==> src/rtl/planta_termica_pkg.sv <==
// Shared types and limits for the thermal plant emulator.
// The plant mode doubles as the state of the top-level FSM.
package pkg_planta;

    localparam int TEMP_W = 11;
    localparam int T_MIN  = -1024;
    localparam int T_MAX  = 1023;

    typedef enum logic [1:0] {
        REPOSO     = 2'd0,
        CALENTANDO = 2'd1,
        ENFRIANDO  = 2'd2,
        CONFLICTO  = 2'd3
    } modo_planta_t;

    function automatic modo_planta_t decodificar_modo(input logic cal, input logic ven);
        modo_planta_t m;
        case ({cal, ven})
            2'b10:   m = CALENTANDO;
            2'b01:   m = ENFRIANDO;
            2'b11:   m = CONFLICTO;
            default: m = REPOSO;
        endcase
        return m;
    endfunction

endpackage

==> src/rtl/planta_termica_generador_tick.sv <==
// Plant update prescaler: counts 0..DIV_TICK-1 while enabled and flags the last count.
// A synchronous clear restarts the interval (used when a temperature is forced).
module generador_tick #(
    parameter int DIV_TICK = 10
) (
    input  logic clk,
    input  logic arst_n,
    input  logic i_habilitar,
    input  logic i_limpiar,
    output logic o_tick
);
    localparam int CW = (DIV_TICK > 1) ? $clog2(DIV_TICK) : 1;
    localparam logic [CW-1:0] C_ULTIMO = CW'(DIV_TICK - 1);

    logic [CW-1:0] r_cnt;
    logic          w_ultimo;

    assign w_ultimo = (r_cnt == C_ULTIMO);
    assign o_tick   = i_habilitar && w_ultimo;

    always_ff @(posedge clk or negedge arst_n) begin
        if (!arst_n) begin
            r_cnt <= '0;
        end else if (i_limpiar) begin
            r_cnt <= '0;
        end else if (i_habilitar) begin
            r_cnt <= w_ultimo ? '0 : r_cnt + CW'(1);
        end
    end

endmodule

==> src/rtl/planta_termica.sv <==
// Closed-loop thermal plant / sensor emulator: integrates heater and fan commands into a
// saturating signed temperature, updated once per prescaler tick, with forced-load fault injection.
module planta_termica
    import pkg_planta::*;
#(
    parameter int DIV_TICK   = 10,
    parameter int T_INICIAL  = 250,
    parameter int T_AMBIENTE = 220,
    parameter int PASO_CAL   = 3,
    parameter int PASO_VEN   = 2,
    parameter int PASO_AMB   = 1
) (
    input  logic                     clk,
    input  logic                     arst_n,
    input  logic                     calefactor,
    input  logic                     ventilador,
    input  logic                     habilitar,
    input  logic                     forzar_valid,
    input  logic signed [TEMP_W-1:0] forzar_temp,
    output logic signed [TEMP_W-1:0] temp_salida,
    output logic                     temp_valida,
    output logic                     saturado,
    output logic [1:0]               modo
);
    // One extra bit of headroom so the raw sum never wraps before clamping.
    localparam int SW = TEMP_W + 1;
    localparam logic signed [SW-1:0] C_T_AMB    = SW'(T_AMBIENTE);
    localparam logic signed [SW-1:0] C_PASO_CAL = SW'(PASO_CAL);
    localparam logic signed [SW-1:0] C_PASO_VEN = SW'(PASO_VEN);
    localparam logic signed [SW-1:0] C_PASO_AMB = SW'(PASO_AMB);
    localparam logic signed [SW-1:0] C_T_MIN    = SW'(T_MIN);
    localparam logic signed [SW-1:0] C_T_MAX    = SW'(T_MAX);

    logic                     w_tick;
    modo_planta_t             w_modo_sig;
    logic signed [SW-1:0]     w_temp_ext;
    logic signed [SW-1:0]     w_suma;
    logic signed [SW-1:0]     w_limitada;
    logic                     w_sat;

    modo_planta_t             r_modo;
    logic signed [TEMP_W-1:0] r_temp;
    logic                     r_valida;
    logic                     r_saturado;

    generador_tick #(
        .DIV_TICK (DIV_TICK)
    ) u_generador_tick (
        .clk         (clk),
        .arst_n      (arst_n),
        .i_habilitar (habilitar),
        .i_limpiar   (forzar_valid),
        .o_tick      (w_tick)
    );

    assign w_modo_sig = decodificar_modo(calefactor, ventilador);
    assign w_temp_ext = {r_temp[TEMP_W-1], r_temp};

    always_comb begin
        w_suma = w_temp_ext;
        case (w_modo_sig)
            REPOSO: begin
                // Approach ambient without ever stepping past it.
                if (w_temp_ext < C_T_AMB) begin
                    w_suma = ((C_T_AMB - w_temp_ext) > C_PASO_AMB) ? w_temp_ext + C_PASO_AMB : C_T_AMB;
                end else if (w_temp_ext > C_T_AMB) begin
                    w_suma = ((w_temp_ext - C_T_AMB) > C_PASO_AMB) ? w_temp_ext - C_PASO_AMB : C_T_AMB;
                end
            end
            CALENTANDO: w_suma = w_temp_ext + C_PASO_CAL;
            ENFRIANDO:  w_suma = w_temp_ext - C_PASO_VEN;
            default:    w_suma = w_temp_ext;
        endcase
    end

    always_comb begin
        w_limitada = w_suma;
        w_sat      = 1'b0;
        if (w_suma > C_T_MAX) begin
            w_limitada = C_T_MAX;
            w_sat      = 1'b1;
        end else if (w_suma < C_T_MIN) begin
            w_limitada = C_T_MIN;
            w_sat      = 1'b1;
        end
    end

    // Mode FSM and plant outputs; a force always wins over a coincident tick.
    always_ff @(posedge clk or negedge arst_n) begin
        if (!arst_n) begin
            r_modo     <= REPOSO;
            r_temp     <= TEMP_W'(T_INICIAL);
            r_valida   <= 1'b0;
            r_saturado <= 1'b0;
        end else begin
            r_valida <= 1'b0;
            if (forzar_valid) begin
                r_temp     <= forzar_temp;
                r_valida   <= 1'b1;
                r_saturado <= 1'b0;
            end else if (w_tick) begin
                r_modo     <= w_modo_sig;
                r_temp     <= w_limitada[TEMP_W-1:0];
                r_valida   <= 1'b1;
                r_saturado <= w_sat;
            end
        end
    end

    assign temp_salida = r_temp;
    assign temp_valida = r_valida;
    assign saturado    = r_saturado;
    assign modo        = r_modo;

endmodule

==> config.mk <==
export PLATFORM = sky130hd
export DESIGN_NAME = planta_termica
export DESIGN_NICKNAME = d
export VERILOG_FILES = /design/src/rtl/planta_termica_pkg.sv /design/src/rtl/planta_termica_generador_tick.sv /design/src/rtl/planta_termica.sv
export SDC_FILE = /design/constraint.sdc
export NUM_CORES = 1
export LEC_CHECK = 0
export CORE_MARGIN = 1
export CORE_UTILIZATION = 51
export CTS_CLUSTER_SIZE = 20
export DETAILED_ROUTE_END_ITERATION = 10
export GPL_ROUTABILITY_DRIVEN = 0
export GPL_TIMING_DRIVEN = 0
export PLACE_DENSITY_LB_ADDON = 0.05
export SLEW_MARGIN = 20
export SYNTH_ARGS = -nofsm -noshare
export SYNTH_HDL_FRONTEND = slang
export SYNTH_HIERARCHICAL = 1
export SYNTH_SLANG_ARGS = --single-unit
==> constraint.sdc <==
create_clock -name clk -period 2.45 [get_ports clk]
set_input_delay 0.245 -clock clk [delete_from_list [all_inputs] [get_ports clk]]
set_output_delay 0.245 -clock clk [all_outputs]
set_load 0.02 [all_outputs]
==> results of run 1 <==
sequential cells by signal, summed over array words and instances, names as in the netlist:
| name | flops |
|---|---|
| temp_valida | 1 |
| modo | 2 |
| temp_salida | 11 |
| saturado | 1 |
| u_generador_tick/r_cnt | 4 |
layout by cell type (no fill, tap or decap), types with 4 or more instances in the layout:
master / instances
xor2_1: 4
nand3b_1: 6
buf_2: 4
inv_1: 12
nor4_1: 4
o211ai_1: 4
buf_6: 8
a21o_1: 4
o221ai_1: 4
o21ai_0: 19
dfrtp_1: 11
clkdlybuf4s50_1: 31
inv_2: 4
nand3_1: 6
dfstp_2: 6
a311o_1: 4
ha_1: 4
a21oi_1: 24
nand2_1: 31
nor2_1: 21
buf_4: 14
nor3_1: 15
clkbuf_1: 8
nand2b_1: 5
xnor2_1: 12
nor2_2: 5
stage by stage:
| step | utilization, % | setup slack, ns |
|---|---|---|
| after floorplan | - | 0.001666 |
| after global placement | 61.62 | -0.4579 |
| after detailed placement | 61.62 | -0.4414 |
| after CTS | 70.49 | -0.1072 |
| after global routing | 71.66 | -0.2305 |
| final | 71.66 | -0.1918 |
logic make-up (layout without fill, tap and decap cells):
| logic type | count (synthesis) | after routing | synth area share, % |
|---|---|---|---|
| AND/OR/NAND/NOR | 130 | 130 | 28.37 |
| AO/OA/AOI/OAI | 113 | 113 | 33.30 |
| buffers and inverters | 42 | 92 | 7.666 |
| flip-flops | 19 | 19 | 19.21 |
| XOR/XNOR | 16 | 16 | 5.575 |
| adder cells (fa/ha/maj) | 10 | 10 | 4.978 |
| multiplexers | 2 | 2 | 0.8959 |
routing by layer:
metal  wire length [µm]  vias to the layer above
li1                   -                     1340
met1               3681                     1442
met2               4163                      254
met3               1155                       58
met4                481                        0
met5                  0                        -
timing repair:
item	4_1_cts	5_1_grt
gates resized for setup	62	12
pin swaps	18	3
setup buffers	15	0
setup endpoints to repair	11	13
cell type report:
cell class	instances	area, µm²
Multi-Input combinational cell	271	2117
Fill cell	381	1339
Sequential cell	19	485.5
Timing Repair Buffer	46	434.2
Buffer	23	140.1
Tap cell	67	83.83
Inverter	19	78.83
Clock buffer	4	45.04
worst reg2reg max path, delay by kind of cell (launching register included):
| kind | cells | cell delay [ns] |
|---|---|---|
| simple gates | 1 | 0.09 |
| buf+inv | 3 | 0.83 |
| flops | 1 | 0.36 |
| compound gates | 5 | 1.24 |
power by group through the flow:
stage	Combinational, mW	Sequential, mW	Clock (mW)
floorplan	0.448	0.412	0
global placement	0.689	0.397	0
detailed placement	0.690	0.398	0
CTS	0.834	0.387	0.221
global route	0.933	0.392	0.236
finish	0.891	0.389	0.215
worst paths after layout:
check | start | to | slack, ns | cells past startpoint
setup / recovery | temp_salida[10] | temp_salida[2] | -0.19 | 9
hold / removal | arst_n | u_generador_tick/r_cnt[2] | 0.48 | 1
setup reg to reg | temp_salida[10] | temp_salida[2] | -0.19 | 9
hold reg to reg | modo[0] | modo[0] | 0.52 | 1
max in group asynchronous | arst_n | temp_salida[2] | 1.38 | 1
min in group clk | forzar_temp[3] | temp_salida[3] | 0.52 | 3
==> reports/metrics.yaml, run 1 <==
max_slew.worst_pin.slew_ns: 0.8649
cts_buffers: 3
timing.final.hold_violations: 0
grt_pass1_vias: 2818
final_area_um2: 3385
final_cells: 449
synth-main-ff-cell: "dfrtp_1"
p_clk_share_pct: 14.4
cts.path.max_buffers: 2
nets: 410
drc: 0
cp-end-kind: "flop"
synth_area_leaders: "dfrtp_1 (13%), dfstp_2 (6.3%), a21oi_1 (5.2%)"
setup_viol_count_final: 11
die_w_um: 72.21
avgSynthCellArea_um2: 7.571
io_pins: 32
dp_hpwl_um: 6428
yosys.cell_count.top_type: "nand2_1"
numPortBuffers: 31
cts_root_buffer: "clkbuf_8"
cpLargestDelayFamily: "compound AO/OA/AOI/OAI gates"
layout-drive-gt1-share_pct: 27.75
yosys-top-cells-count: "nand2_1 (31), nor2_1 (28), a21oi_1 (26), o21ai_0 (20), nor3_1 (19)"
dp.cells: 430
vias_per_cell: 6.891
synth_top_area_share_pct: 12.94
syn-cell-area_um2: 2514
synth_area_leader_cell: "dfrtp_1"
tns_ns: -0.9533
max-vdd-ir-drop_mv: 0.3185
holdWs_ns: 0.4759
synth_cell_types: 74
grt.met1_usage_pct: 50.00
die-area_um2: 5214
grtUsageMet2_pct: 58.67
slew-limit-headroom_pct: 42.16
arrival_ns: 2.78
cpPeakStageDelay_ns: 0.39
async_flop_share_pct: 100.0
pwr-share-comb_pct: 59.6
power_mw: 1.495
swShare_pct: 45.19
crit_fanout: 8
cts_hold_buffers: 0
leakagePower_nw: 1.240
clock_latency_ns: 0.26
globalRouteOverflowTotal: 0
rsz0062_at_grt: "yes"
first_pass_iters: 5
ys_seq_area_share_pct: 19.21
cp_num_buf_inv: 3
vias: 3094
p_per_area_nw_per_um2: 441.7
fmax_mhz: 378.5
period_needed_ns: 2.642
drt_iter0_drc: 566
grt_max_degree: 20
path_class: "flop to flop"
ant_nets: 0
critPathSlowestCell: "a311o_1"
grt_pass1_wl_um: 14950
required_ns: 2.58
wl_um: 9481
grt_use_met3_pct: 8.333
htreeDepth: 1
coreArea_um2: 4723
start_util_pct: 53.22
num_antenna_cells: 0
hold_path.class: "input port to async pin"
cts.clk_slew.worst_paths_ns: 0.07
cts.sinks: 19
max_cap_violations: 0
grt_usage_pct: 37.70
violations: "setup timing"
rows: 25
p_int_mw: 0.8194
syn-num-nets: 359
synth_edf_count: 0
crit_chain: "clkbuf_1 -> inv_1 -> a311o_1 -> o41ai_4 -> nor4_4 -> buf_6 -> o41ai_2 -> o22ai_1 -> o31a_1"
die_h_um: 72.21
slew_viol_final: 0
skew_ns: 0.005476
place_area_um2: 2910
p_seq_share_pct: 26.0
syn2layout_area_growth_pct: 34.64
synth_cells: 332
cts_tree: "built"
grt_busiest_layer: "met2"
p_switching_mw: 0.6756
status: "finished with violations"
antenna_found_initial: 0
period_share_pct: 107.8
setup_ws_ns: -0.1918
yosysWarnings: 6
start_kind: "flop"
wl_per_cell_um: 21.12
ys_seq_elements: 19
Power figures use the tool's default switching activity.
==> run 2: changes to the inputs <==
Settings changed: CORE_UTILIZATION 51 to 45, CTS_BUF_LIST from default to sky130_fd_sc_hd__clkbuf_2, GPL_TIMING_DRIVEN 0 to default.
==> run 2 against run 1 <==
Effect of this change:
- the run still ends with setup timing left
- first-iteration DRC count decreased by 14%
- total power rose by 2.8%
- fmax grew 6.5%
- worst hold slack lost 0.24 ns
- cell count up 12%
- critical path type unchanged
- largest power group unchanged
==> reports/metrics.yaml, run 2 (synthesized netlist as in run 1, its figures left out) <==
arrival_ns: 2.70  # was 2.78 ns
vias_per_cell: 6.400  # was 6.891
cts.path.max_buffers: 2  # unchanged
max_cap_violations: 0  # unchanged
pwr-share-comb_pct: 64.6  # was 59.6%
coreArea_um2: 5238  # was 4723 µm²
cp_num_buf_inv: 2  # was 3
max-vdd-ir-drop_mv: 0.2766  # was 0.3185 mV
grt_usage_pct: 33.69  # was 37.70%
reg2reg_to: "temp_salida[2]"  # unchanged
slew_viol_final: 0  # unchanged
grt_busiest_layer: "met2"  # unchanged
numPortBuffers: 31  # unchanged
largest_reg_flops: 11  # unchanged
dp.cells: 482  # was 430
status: "finished with violations"  # unchanged
num_antenna_cells: 0  # unchanged
drt_iter0_drc: 488  # was 566
setup_ws_ns: -0.03075  # was -0.1918 ns
ant_nets: 0  # unchanged
tns_ns: -0.08389  # was -0.9533 ns
die_w_um: 76.74  # was 72.21 µm
globalRouteOverflowTotal: 0  # unchanged
crit_fanout: 7  # was 8
vias: 3219  # was 3094
grt.met1_usage_pct: 45.11  # was 50.00%
start_util_pct: 47.99  # was 53.22%
grt_pass1_wl_um: 15760  # was 14950 µm
place_area_um2: 3333  # was 2910 µm²
die_h_um: 76.74  # was 72.21 µm
required_ns: 2.67  # was 2.58 ns
fmax_mhz: 403.1  # was 378.5 MHz
max_slew.worst_pin.slew_ns: 0.5169  # was 0.8649 ns
cts.clk_slew.worst_paths_ns: 0.19  # was 0.07 ns
cp-end-kind: "flop"  # unchanged
ff2ff_setup_slack_ns: -0.03  # was -0.19 ns
antenna_found_initial: 0  # unchanged
cpPeakStageDelay_ns: 0.46  # was 0.39 ns
ff2ff_path_depth: 9  # unchanged
dp_hpwl_um: 7294  # was 6428 µm
rsz0062_at_grt: "yes"  # unchanged
p_int_mw: 0.8410  # was 0.8194 mW
cpLargestDelayFamily: "compound AO/OA/AOI/OAI gates"  # unchanged
p_clk_share_pct: 9.4  # was 14.4%
wl_um: 10050  # was 9481 µm
cts_buffers: 3  # unchanged
setup_viol_count_final: 4  # was 11
p_switching_mw: 0.6965  # was 0.6756 mW
final_cells: 503  # was 449
final_area_um2: 3794  # was 3385 µm²
path_class: "flop to flop"  # unchanged
wl_per_cell_um: 19.97  # was 21.12 µm
layout_common_cells: "buf_4 (86), clkdlybuf4s50_1 (31), nand2_1 (29), a21oi_1 (24), nor2_1 (23)"  # was nand2_1 (31), clkdlybuf4s50_1 (31), a21oi_1 (24), nor2_1 (21), o21ai_0 (19)
timing.final.hold_violations: 0  # unchanged
period_needed_ns: 2.481  # was 2.642 ns
crit_chain: "a311o_1 -> a311o_1 -> o41ai_4 -> nor4_4 -> buf_4 -> buf_4 -> o41ai_4 -> o22ai_1 -> o31a_1"  # was clkbuf_1 -> inv_1 -> a311o_1 -> o41ai_4 -> nor4_4 -> buf_6 -> o41ai_2 -> o22ai_1 -> o31a_1
final_common_cell: "buf_4"
grt_use_met3_pct: 6.786  # was 8.333%
cts_tree: "built"  # unchanged
swShare_pct: 45.30  # was 45.19%
first_pass_iters: 5  # unchanged
p_per_area_nw_per_um2: 405.3  # was 441.7 nW/µm²
p_seq_share_pct: 26.0  # about the same
violations: "setup timing"  # unchanged
htreeDepth: 1  # unchanged
slew-limit-headroom_pct: 65.18  # was 42.16%
die-area_um2: 5889  # was 5214 µm²
fin_util_pct: 72.43  # was 71.66%
syn2layout_area_growth_pct: 50.92  # was 34.64%
critPathSlowestCell: "dfstp_2"  # was a311o_1
drc: 0  # unchanged
start_kind: "flop"  # unchanged
clock_latency_ns: 0.32  # was 0.26 ns
cts_root_buffer: "clkbuf_2"  # was clkbuf_8
rr_startpoint: "temp_salida[6]"  # was temp_salida[10]
grt_pass1_vias: 3005  # was 2818
layout-drive-gt1-share_pct: 38.80  # was 27.75%
cts.sinks: 19  # unchanged
period_share_pct: 101.3  # was 107.8%
rows: 26  # was 25
skew_ns: 0.01123  # was 0.005476 ns
nets: 461  # was 410
io_pins: 32  # unchanged
leakagePower_nw: 1.520  # was 1.240 nW
grtUsageMet2_pct: 53.57  # was 58.67%
hold_path.class: "input port to async pin"  # unchanged
grt_max_degree: 24  # was 20
[run 2: power groups by stage]
stage / logic (mW) / registers (mW) / clock network (mW)
after floorplan: 0.448 / 0.412 / 0
after global placement: 0.806 / 0.406 / 0
after detailed placement: 0.808 / 0.404 / 0
after CTS: 0.876 / 0.394 / 0.148
after global routing: 1.06 / 0.402 / 0.160
final: 0.994 / 0.399 / 0.144
[run 2: how the worst max path moves through the flow]
stage	startpoint	endpoint	slack, ns	depth (start not counted)
final	temp_salida[6]	temp_salida[2]	-0.03	9
after floorplan	temp_salida[2]	temp_salida[5]	0.002	10
after global placement	temp_salida[1]	temp_salida[3]	-0.09	10
after CTS	temp_salida[1]	temp_salida[2]	-0.009	11
after detailed placement	temp_salida[1]	temp_salida[3]	-0.13	10
after global routing	temp_salida[1]	temp_salida[9]	-0.15	10
[run 2: repair_timing]
item | CTS | global route
hold buffers | 0 | 0
pin swaps | 3 | 20
setup endpoints to repair | 9 | 11
resized for setup | 21 | 47
buffers inserted | 12 | 6
[run 2: worst register-to-register path: stages, from the launching register on]
cell     delay (ns)
dfstp_2        0.46
a311o_1        0.44
a311o_1        0.34
o41ai_4        0.08
nor4_4         0.08
buf_4          0.17
buf_4          0.14
o41ai_4        0.32
o22ai_1        0.10
o31a_1         0.24
[run 2: cell type report]
cell class / count / area [µm²]
repair buffers: 120 / 989.7
multi-input cells: 271 / 2133
fillers: 408 / 1444
flip-flops and latches: 19 / 486.7
clock buffers: 4 / 20.02
well taps: 70 / 87.58
inverters: 19 / 76.32
[run 2: through the flow]
| stage | hold slack [ns] | setup WS, ns | total power [mW] |
|---|---|---|---|
| final | 0.2364 | -0.03075 | 1.537 |
| after detailed placement | 0.4955 | -0.1285 | 1.212 |
| after global placement | 0.4979 | -0.08867 | 1.212 |
| after floorplan | -0.05059 | 0.001666 | 0.8599 |
| after CTS | 0.2362 | -0.009123 | 1.418 |
| after global routing | 0.2318 | -0.1480 | 1.617 |
[run 2: metal layers]
metal / vias up / part of all wire (%)
met4: 0 / 4.2
met3: 46 / 9.6
li1: 1435 / -
met5: - / 0
met1: 1505 / 41
met2: 233 / 45
